## config.mk

```make
export PLATFORM = sky130hd
export DESIGN_NAME = vgac_param
export DESIGN_NICKNAME = d
export VERILOG_FILES = /design/src/rtl/vgac_param.sv
export SDC_FILE = /design/constraint.sdc
export NUM_CORES = 1
export LEC_CHECK = 0
export CAP_MARGIN = 25
export CORE_MARGIN = 2
export CORE_UTILIZATION = 55
export DETAILED_ROUTE_END_ITERATION = 12
export PLACE_DENSITY = 0.84
export SYNTH_ARGS = -nofsm -noshare
export SYNTH_HDL_FRONTEND = slang
export SYNTH_SLANG_ARGS = --single-unit
```

## constraint.sdc

```tcl
create_clock -name vga_clk -period 5.8 [get_ports vga_clk]
set_clock_uncertainty 0.2 [all_clocks]
set_input_delay 0.87 -clock vga_clk [delete_from_list [all_inputs] [get_ports vga_clk]]
set_output_delay 0.87 -clock vga_clk [all_outputs]
set_load 0.05 [all_outputs]
```

## src/rtl/vgac_param.sv

```systemverilog
// Parametrised VGA timing controller: programmable timing and sync polarity,
// scaled frame-buffer addressing, and read-latency-compensated pixel/sync output.
module vgac_param #(
    parameter int H_ACTIVE = 640,
    parameter int H_FP     = 16,
    parameter int H_SYNC   = 96,
    parameter int H_BP     = 48,
    parameter int V_ACTIVE = 480,
    parameter int V_FP     = 10,
    parameter int V_SYNC   = 2,
    parameter int V_BP     = 33,
    parameter int HS_POL   = 0,
    parameter int VS_POL   = 0,
    parameter int CW       = 4,
    parameter int RD_LAT   = 1,
    parameter int SCALE    = 0,
    parameter int ROW_W    = 9,
    parameter int COL_W    = 10
) (
    input  logic              vga_clk,
    input  logic              clrn,
    input  logic [3*CW-1:0]   d_in,
    output logic [ROW_W-1:0]  row_addr,
    output logic [COL_W-1:0]  col_addr,
    output logic              rdn,
    output logic [CW-1:0]     r,
    output logic [CW-1:0]     g,
    output logic [CW-1:0]     b,
    output logic              hs,
    output logic              vs,
    output logic              line_start,
    output logic              frame_start
);
    localparam int H_TOTAL = H_ACTIVE + H_FP + H_SYNC + H_BP;
    localparam int V_TOTAL = V_ACTIVE + V_FP + V_SYNC + V_BP;
    // One spare count of headroom so the sync-end bound is representable even with no back porch.
    localparam int HW = $clog2(H_TOTAL + 1);
    localparam int VW = $clog2(V_TOTAL + 1);

    localparam logic [HW-1:0] H_LAST     = HW'(H_TOTAL - 1);
    localparam logic [HW-1:0] H_VIS_END  = HW'(H_ACTIVE);
    localparam logic [HW-1:0] H_SYNC_BEG = HW'(H_ACTIVE + H_FP);
    localparam logic [HW-1:0] H_SYNC_END = HW'(H_ACTIVE + H_FP + H_SYNC);
    localparam logic [VW-1:0] V_LAST     = VW'(V_TOTAL - 1);
    localparam logic [VW-1:0] V_VIS_END  = VW'(V_ACTIVE);
    localparam logic [VW-1:0] V_SYNC_BEG = VW'(V_ACTIVE + V_FP);
    localparam logic [VW-1:0] V_SYNC_END = VW'(V_ACTIVE + V_FP + V_SYNC);

    localparam logic HS_ACT = 1'(HS_POL);
    localparam logic VS_ACT = 1'(VS_POL);

    typedef struct packed {
        logic vis;
        logic hsync;
        logic vsync;
        logic line_first;
        logic frame_first;
    } flags_t;

    logic [HW-1:0] h_cnt;
    logic [VW-1:0] v_cnt;
    flags_t        cur;
    flags_t        pipe [0:RD_LAT];

    // NOTE: sequential state uses non-blocking assignments so every register
    // samples pre-edge values regardless of process ordering.
    always_ff @(posedge vga_clk or negedge clrn) begin
        if (!clrn) begin
            h_cnt <= '0;
            v_cnt <= '0;
        end else if (h_cnt == H_LAST) begin
            h_cnt <= '0;
            v_cnt <= (v_cnt == V_LAST) ? '0 : v_cnt + 1'b1;
        end else begin
            h_cnt <= h_cnt + 1'b1;
        end
    end

    // NOTE: default the whole struct first so no field can infer a latch.
    always_comb begin
        cur             = '0;
        cur.vis         = (h_cnt < H_VIS_END) && (v_cnt < V_VIS_END);
        cur.hsync       = (h_cnt >= H_SYNC_BEG) && (h_cnt < H_SYNC_END);
        cur.vsync       = (v_cnt >= V_SYNC_BEG) && (v_cnt < V_SYNC_END);
        cur.line_first  = (h_cnt == '0) && (v_cnt < V_VIS_END);
        cur.frame_first = (h_cnt == '0) && (v_cnt == '0);
    end

    // Stage A: frame-buffer address and read strobe; address holds through blanking.
    always_ff @(posedge vga_clk or negedge clrn) begin
        if (!clrn) begin
            row_addr <= '0;
            col_addr <= '0;
            rdn      <= 1'b1;
        end else begin
            rdn <= !cur.vis;
            if (cur.vis) begin
                col_addr <= COL_W'(h_cnt >> SCALE);
                row_addr <= ROW_W'(v_cnt >> SCALE);
            end
        end
    end

    // NOTE: this flag pipeline is reset, unlike a data RAM, so no stale sync
    // or start pulse can leak out after clrn.
    always_ff @(posedge vga_clk or negedge clrn) begin
        if (!clrn) begin
            for (int i = 0; i <= RD_LAT; i++) pipe[i] <= '0;
        end else begin
            pipe[0] <= cur;
            for (int i = 1; i <= RD_LAT; i++) pipe[i] <= pipe[i-1];
        end
    end

    // Output stage: pipe[RD_LAT] lines up with d_in for the same pixel.
    always_ff @(posedge vga_clk or negedge clrn) begin
        if (!clrn) begin
            r           <= '0;
            g           <= '0;
            b           <= '0;
            hs          <= ~HS_ACT;
            vs          <= ~VS_ACT;
            line_start  <= 1'b0;
            frame_start <= 1'b0;
        end else begin
            if (pipe[RD_LAT].vis) begin
                r <= d_in[3*CW-1 -: CW];
                g <= d_in[2*CW-1 -: CW];
                b <= d_in[CW-1:0];
            end else begin
                r <= '0;
                g <= '0;
                b <= '0;
            end
            hs          <= pipe[RD_LAT].hsync ? HS_ACT : ~HS_ACT;
            vs          <= pipe[RD_LAT].vsync ? VS_ACT : ~VS_ACT;
            line_start  <= pipe[RD_LAT].line_first;
            frame_start <= pipe[RD_LAT].frame_first;
        end
    end

endmodule
```

Word level (Yosys, flattened, before mapping)
Cells that the tools add are included.

Reduce and logical (&&, ||, !) cells: 8. Multipliers: 0. Divide/modulo/power cells: 0. Add/sub/neg operators: 2. Equal/unequal tests: 2. Bitwise logic cells: 0. Multiplexer cells: 7. Shift operators: 0. Order comparisons: 6.

Operators with widths (count): $add A10 B1 Y10 const B (2); $eq A10 B10 Y1 const B (2); $logic_not A10 Y1 (2); $lt A10 B10 Y1 const B (2); $lt A10 B9 Y1 const B (2); $mux W10 (2); $mux W4 (3); $ge A10 B10 Y1 const B (1); $ge A10 B9 Y1 const B (1); $logic_and A1 B1 Y1 (5); $mux W1 (2); $logic_not A1 Y1 (1).

Word-level logic and storage cells: 47. Bits in read-only memories: 0. Latch bits: 0. Register bits after elaboration: 66. RAM bits: 0. Bits of input ports: 14. Memories: 0. Output and inout port bits: 36.

Longest topological paths before layout
Gate-level depths: netlist of run 1.

Depth after elaboration: 3. Mapped depth: 6. Depth with buffers taken out: 6.

Least setup slack after synthesis of run 1
Ideal clock, no wire load.

Kind: register to register. Start point: reg h_cnt[0]. End point: reg v_cnt[3]. Library setup time: 0.069 ns. Data required time: 5.531 ns. Data arrival time: 1.555 ns. Buffers on the path: 0. Cell stages (with the launch flop): 6. Slack: 3.976 ns. Period minus slack after synthesis: 1.824 ns. Path through: dfrtp_1 -> ha_1 -> nand4_4 -> or3_4 -> or3_1 -> nand3_1.

Cells in the longest elaborated chain, start to end: 1.

RTL lines: start: declaration (line 60) `logic [HW-1:0] h_cnt;`; start signal: assignment (line 75) `h_cnt <= h_cnt + 1'b1;`; $eq A10 B10 Y1 (line 71) `end else if (h_cnt == H_LAST) begin`; end signal: assignment (line 73) `v_cnt <= (v_cnt == V_LAST) ? '0 : v_cnt + 1'b1;`; end: declaration (line 61) `logic [VW-1:0] v_cnt;`.

Every way passes these cells. A chain may end at the register's enable or synchronous reset.

Final worst setup path of run 1
Start point: reg hs. End point: out hs.

RTL lines: start: declaration (line 29) `output logic hs,`; start signal: assignment (line 121) `hs <= ~HS_ACT;`; start signal: assignment (line 135) `hs <= pipe[RD_LAT].hsync ? HS_ACT : ~HS_ACT;`.

No word-level cell between the ends.

==> reports/metrics.cfg, run 1 <==
[clocking]
clock_latency_ns = 0.34
ctsHoldBuffers = 0
cts.path.max_buffers = 2
clkTransAtPathRegs_ns = 0.07
numClockSinks = 66
tritoncts.num_buffers = 9
cts_setup_buffers = 0
cts_root_buf = clkbuf_8
tritoncts = yes
cts_resized = 0
htreeDepth = 3

[pwr]
total_power_mw = 0.883
swShare_pct = 21.9
switchingPower_mw = 0.193
p_per_area_mw_per_mm2 = 265
combinationalPowerShare_pct = 5.0
p_leak_nw = 1.54
p_int_mw = 0.690
ir_drop_mv = 0.193
clockPowerShare_pct = 42.3
seq_power_share_pct = 52.7

[die]
dieArea_sq_mm = 0.00534
die_h_um = 73.1
core_sq_mm = 0.00466
start_util_pct = 56.3
rows = 25
fp.dieW_um = 73.1
pin_count = 50

[grt]
grt_max_degree = 67
grt_pass1_wl_mm = 7.32
grt_overflow = 0
busiest_layer = met1
grt_use_met3_pct = 6.35
grtUsageTotal_pct = 18.7
antenna_found_initial = 0
use_met2_pct = 25.5
grt_pass1_vias = 1551
gr-usage-met1_pct = 26.0

[setup_path]
reg2reg_depth = 3
r2r-start = v_cnt[5]
worst-path-max-fanout = 1
worstPathRequired_ns = 4.73
max_stage_delay_ns = 0.79
cpMaxStageDelayCell = clkdlybuf4s50_1
reg2reg_slack_ns = 3.50
cp_top_family = buffers and inverters
path_class = flop to output port
reg2reg_to = row_addr[2]
startpoint_type = flop
arrival_ns = 1.63
crit_chain = clkdlybuf4s50_1
crit_path_end_kind = output port
path_buf_inv = 1

[flow_run]
drv_cap = 0

[worst_hold_path]
hold_path_class = flop to flop
min_from = pipe[7]
holdPathEnd = pipe[2]
whs_path_depth = 0

[synth]
synth.top_cells.by_area = dfrtp_1 (60%), mux2_2 (4.7%), and2_1 (3.1%), dfstp_2 (3.0%), nand3_1 (2.9%)
synth_top_flop_cell = dfrtp_1
synth_cell_types = 40
synth.most_common_cell = dfrtp_1
synth_edf_count = 0
synth.avg_cell_area_sq_um = 12.2
yosysWarnings = 0
synth_top_area_share_pct = 60.1
synth_seq_cells = 66
synth_cells = 215
synth_common_cells = dfrtp_1 (63), nand3_1 (15), nor2_1 (15), and2_1 (13), inv_1 (12)
synth_area_sq_mm = 0.00262
synthesis.nets = 234
synthArstFlopShare_pct = 100
yosys.area.top_type = dfrtp_1
ys_seq_area_share_pct = 63.1

[placement]
port_buffers = 49
globalplace.congestion = 0.880
dpl_worst_slack_ns = 3.45
place.detailed.hpwl_mm = 2.90

[route]
drt_first_iter_violations = 116
wire_per_inst_um = 13.7
vias = 1716
firstDrtPassIters = 4
finalWirelength_mm = 4.44
antenna_left = 0
drcViolationCount = 0
vias_per_cell = 5.28

[sta]
finalCritPeriodShare_pct = 46.6
fin_ws_ns = 3.10
rsz0062_at_grt = false
relSlewSlack_pct = 32.9
fmax_ghz = 0.370
tightestPinTransition_ns = 1.00
tns_ns = 0
hold_viol = 0
min_period_ns = 2.70
setup_viol = 0
final_max_slew_viol_count = 0

[layout]
fillers = 307
fin_util_pct = 71.6
area_growth_pct = 27.3
antenna_cells = 0
layout-drive-gt1-share_pct = 13.3
nNetsFinal = 285

[status]
status = completed

[per-layer routing]
metal	vias up	wire length [um]
li1	834	-
met1	810	2150
met2	63	1910
met3	9	276
met4	0	109
met5	-	0
[layout by cell type (no fill, tap or decap), types with 2 or more instances in the layout]
| master | instances |
|---|---|
| nand3_1 | 15 |
| xnor2_1 | 6 |
| xor2_1 | 5 |
| nor2_1 | 15 |
| inv_1 | 12 |
| and3_1 | 4 |
| nand2_1 | 10 |
| o21ai_0 | 9 |
| and2_1 | 13 |
| clkinv_2 | 3 |
| dfstp_2 | 3 |
| buf_4 | 2 |
| a21oi_1 | 2 |
| clkdlybuf4s50_1 | 48 |
| nor4_1 | 4 |
| ha_1 | 5 |
| clkbuf_8 | 10 |
| mux2_2 | 11 |
| dfrtp_1 | 63 |
| nor3_1 | 4 |
| nand4_1 | 3 |
[cells by family (layout without fill, tap and decap cells)]
kind of cell,count (synthesis),after routing,synth area share [%]
AO/OA/AOI/OAI,19,19,4.49
XOR/XNOR,11,11,3.67
AND/OR/NAND/NOR,79,79,17.7
multiplexers,12,12,5.11
flip-flops,66,66,63.1
adder cells (fa/ha/maj),5,5,2.39
buffers and inverters,23,79,3.53
[cell type report]
class	instances	area, sq um	share of cell area (%)
well taps	54	67.6	2.02
flip-flops and latches	66	1660	49.6
clock inverters	5	53.8	1.61
multi-input cells	126	875	26.2
repair buffers	51	500	15.0
inverters	12	45.0	1.35
clock buffers	11	141	4.24
[per-stage QoR]
step / hold slack [ns] / cells / cell area [sq um]
2_1_floorplan: 0.131 / 215 / 2620
3_3_place_gp: 0.131 / 309 / 3140
3_5_place_dp: 0.135 / 309 / 3140
4_1_cts: 0.150 / 325 / 3340
5_1_grt: 0.162 / 325 / 3340
6_report: 0.148 / 325 / 3340
[state kept, by name (all words and copies together) (netlist names)]
name,cells
line_start,1
rdn,1
pipe,10
v_cnt,10
row_addr,9
vs,1
col_addr,10
h_cnt,10
g,4
hs,1
frame_start,1
r,4
b,4
[how the worst max path moves through the flow]
| stage | from | end | slack [ns] | depth (start not counted) |
|---|---|---|---|---|
| after floorplan | h_cnt[0] | v_cnt[3] | 3.98 | 5 |
| after global placement | rdn | rdn | 3.45 | 1 |
| after detailed placement | vs | vs | 3.45 | 1 |
| after CTS | vs | vs | 3.08 | 1 |
| after global routing | hs | hs | 3.05 | 1 |
| final | hs | hs | 3.10 | 1 |
[power groups by stage]
stage,combinational (mW),sequential (mW),clock (mW)
after floorplan,0.00282,0.490,0
after global placement,0.0443,0.474,0
after detailed placement,0.0446,0.474,0
after CTS,0.0448,0.466,0.382
after global routing,0.0474,0.465,0.404
final,0.0439,0.466,0.374
Note: power is estimated with default switching activity, not from simulation.
==> run 2: changes to the inputs <==
--- a/config.mk
+++ b/config.mk
@@ -7,9 +7,9 @@
 export LEC_CHECK = 0
 export CAP_MARGIN = 25
 export CORE_MARGIN = 2
-export CORE_UTILIZATION = 55
+export CORE_UTILIZATION = 51
 export DETAILED_ROUTE_END_ITERATION = 12
-export PLACE_DENSITY = 0.84
+export PLACE_DENSITY = 0.79
 export SYNTH_ARGS = -nofsm -noshare
 export SYNTH_HDL_FRONTEND = slang
 export SYNTH_SLANG_ARGS = --single-unit
==> constraint.sdc (replaced) <==
create_clock -name vga_clk -period 2.55 [get_ports vga_clk]
set_clock_uncertainty 0.2 [all_clocks]
set_input_delay 0.3825 -clock vga_clk [delete_from_list [all_inputs] [get_ports vga_clk]]
set_output_delay 0.3825 -clock vga_clk [all_outputs]
set_load 0.05 [all_outputs]
==> run 2 against run 1 <==
Total power increased by 110%; hold slack worse by 0.13 ns; wire length increased by 8.0%; non-clock buffer count rose by 3; sequential share of layout area down 0.093 points; first-iteration DRC count rose by 6.9%; die area rose by 7.4%; sequential cell count stayed put; combinational power increased by 130%.
==> reports/metrics.cfg, run 2 (synthesis results as in run 1) <==
[setup_path]
startpoint_type = flop
path_class = flop to output port
path_buf_inv = 1
worst-path-max-fanout = 1
cpMaxStageDelayCell = clkdlybuf4s50_1
max_stage_delay_ns = 0.79
cp_top_family = buffers and inverters
crit_path_end_kind = output port
arrival_ns = 1.64
reg2reg_depth = 6
worstPathRequired_ns = 1.97
critical_path_depth = 1
crit_chain = clkdlybuf4s50_1

[worst_hold_path]
hold_path_class = input pin to async pin

[route]
firstDrtPassIters = 4
vias = 1744
antenna_left = 0
wl_met3_um = 282
met2_length_mm = 2.18
drt_first_iter_violations = 124
wire_per_inst_um = 14.0
finalWirelength_mm = 4.80
top_layer_used = met4
wl_met1_mm = 2.23
vias_per_cell = 5.08
drcViolationCount = 0

[die]
rows = 26
core_sq_mm = 0.00504
start_util_pct = 52.0
dieArea_sq_mm = 0.00573
die_h_um = 75.7
fp.dieW_um = 75.7
pin_count = 50

[sta]
relSlewSlack_pct = 46.9
hold_viol = 0
fmax_ghz = 0.450
setup_viol = 0
rsz0062_at_grt = false
min_period_ns = 2.22
finalCritPeriodShare_pct = 87.2
final_max_slew_viol_count = 0
tns_ns = 0
tightestPinTransition_ns = 0.797

[layout]
antenna_cells = 0
nNetsFinal = 288
final_common_cell = dfrtp_1
area_growth_pct = 27.5
layout-drive-gt1-share_pct = 14.3
fin_util_pct = 66.3
layout_common_cells = dfrtp_1 (63), clkdlybuf4s50_1 (48), nand3_1 (15), nor2_1 (15), and2_1 (13)

[pwr]
seq_power_share_pct = 56.3
swShare_pct = 23.8
ir_drop_mv = 0.465
p_per_area_mw_per_mm2 = 562
p_leak_nw = 1.53
p_int_mw = 1.43
switchingPower_mw = 0.447
combinationalPowerShare_pct = 5.3
clockPowerShare_pct = 38.4

[clocking]
clock_latency_ns = 0.34
cts_root_buf = clkbuf_8
numClockSinks = 66
tritoncts.num_buffers = 9
tritoncts = yes
cts_setup_buffers = 0
cts.path.max_buffers = 2
clkTransAtPathRegs_ns = 0.07
ctsHoldBuffers = 0
htreeDepth = 3
cts_resized = 0

[status]
status = completed

[grt]
antenna_found_initial = 0
grt_overflow = 0
grtUsageTotal_pct = 19.4
grt_pass1_wl_mm = 7.91
grt_pass1_vias = 1677
grt_max_degree = 67

[placement]
port_buffers = 49
place.detailed.hpwl_mm = 3.33
globalplace.congestion = 0.816

[flow_run]
drv_cap = 0

[run 2: changes by cell type in the layout (fill, tap and decap cells not counted)]
cell / previous run / this run
buf_4: 2 / 5
clkinvlp_4: 0 / 2
bufinv_16: 1 / 0
clkbuf_1: 1 / 0
clkbuf_8: 10 / 9
clkinv_2: 3 / 4
clkinv_4: 1 / 0
[run 2: metal layers]
layer	vias up	global-route usage, %
met4	0	11.7
li1	832	-
met1	854	25.4
met5	-	0
met2	51	29.3
met3	7	4.89
[run 2: path summary, 6_finish.rpt]
path                       startpoint     endpoint  slack (ns)
max                               rdn          rdn        0.33
min                              clrn      pipe[0]        0.02
max reg2reg                  h_cnt[0]     v_cnt[8]        0.59
min reg2reg                   pipe[0]  frame_start        0.15
max in group asynchronous        clrn     v_cnt[6]        1.61
min in group vga_clk          pipe[0]  frame_start        0.15
[run 2: power by group through the flow]
stage	Clock [mW]	Sequential (mW)	Combinational (mW)
floorplan	0	1.11	0.00642
global placement	0	1.08	0.101
detailed placement	0	1.08	0.102
CTS	0.742	1.06	0.103
global route	0.778	1.06	0.109
finish	0.721	1.06	0.101
[run 2: cell type report]
| type | count | area, sq um |
|---|---|---|
| inverters | 12 | 45.0 |
| clock buffers | 9 | 124 |
| repair buffers | 54 | 523 |
| well taps | 70 | 87.6 |
| flip-flops and latches | 66 | 1660 |
| clock inverters | 6 | 35.0 |
| fillers | 420 | 1700 |
| multi-input cells | 126 | 875 |
[run 2: per-stage QoR]
stage	hold WS, ns	cells	worst slack, ns	instance area [sq um]	power [mW]
floorplan	-0.113	215	0.726	2620	1.12
global placement	0.132	328	0.647	3190	1.18
detailed placement	0.136	328	0.570	3190	1.18
CTS	0.0468	343	0.309	3340	1.90
global route	0.0922	343	0.280	3340	1.95
finish	0.0166	343	0.327	3340	1.88
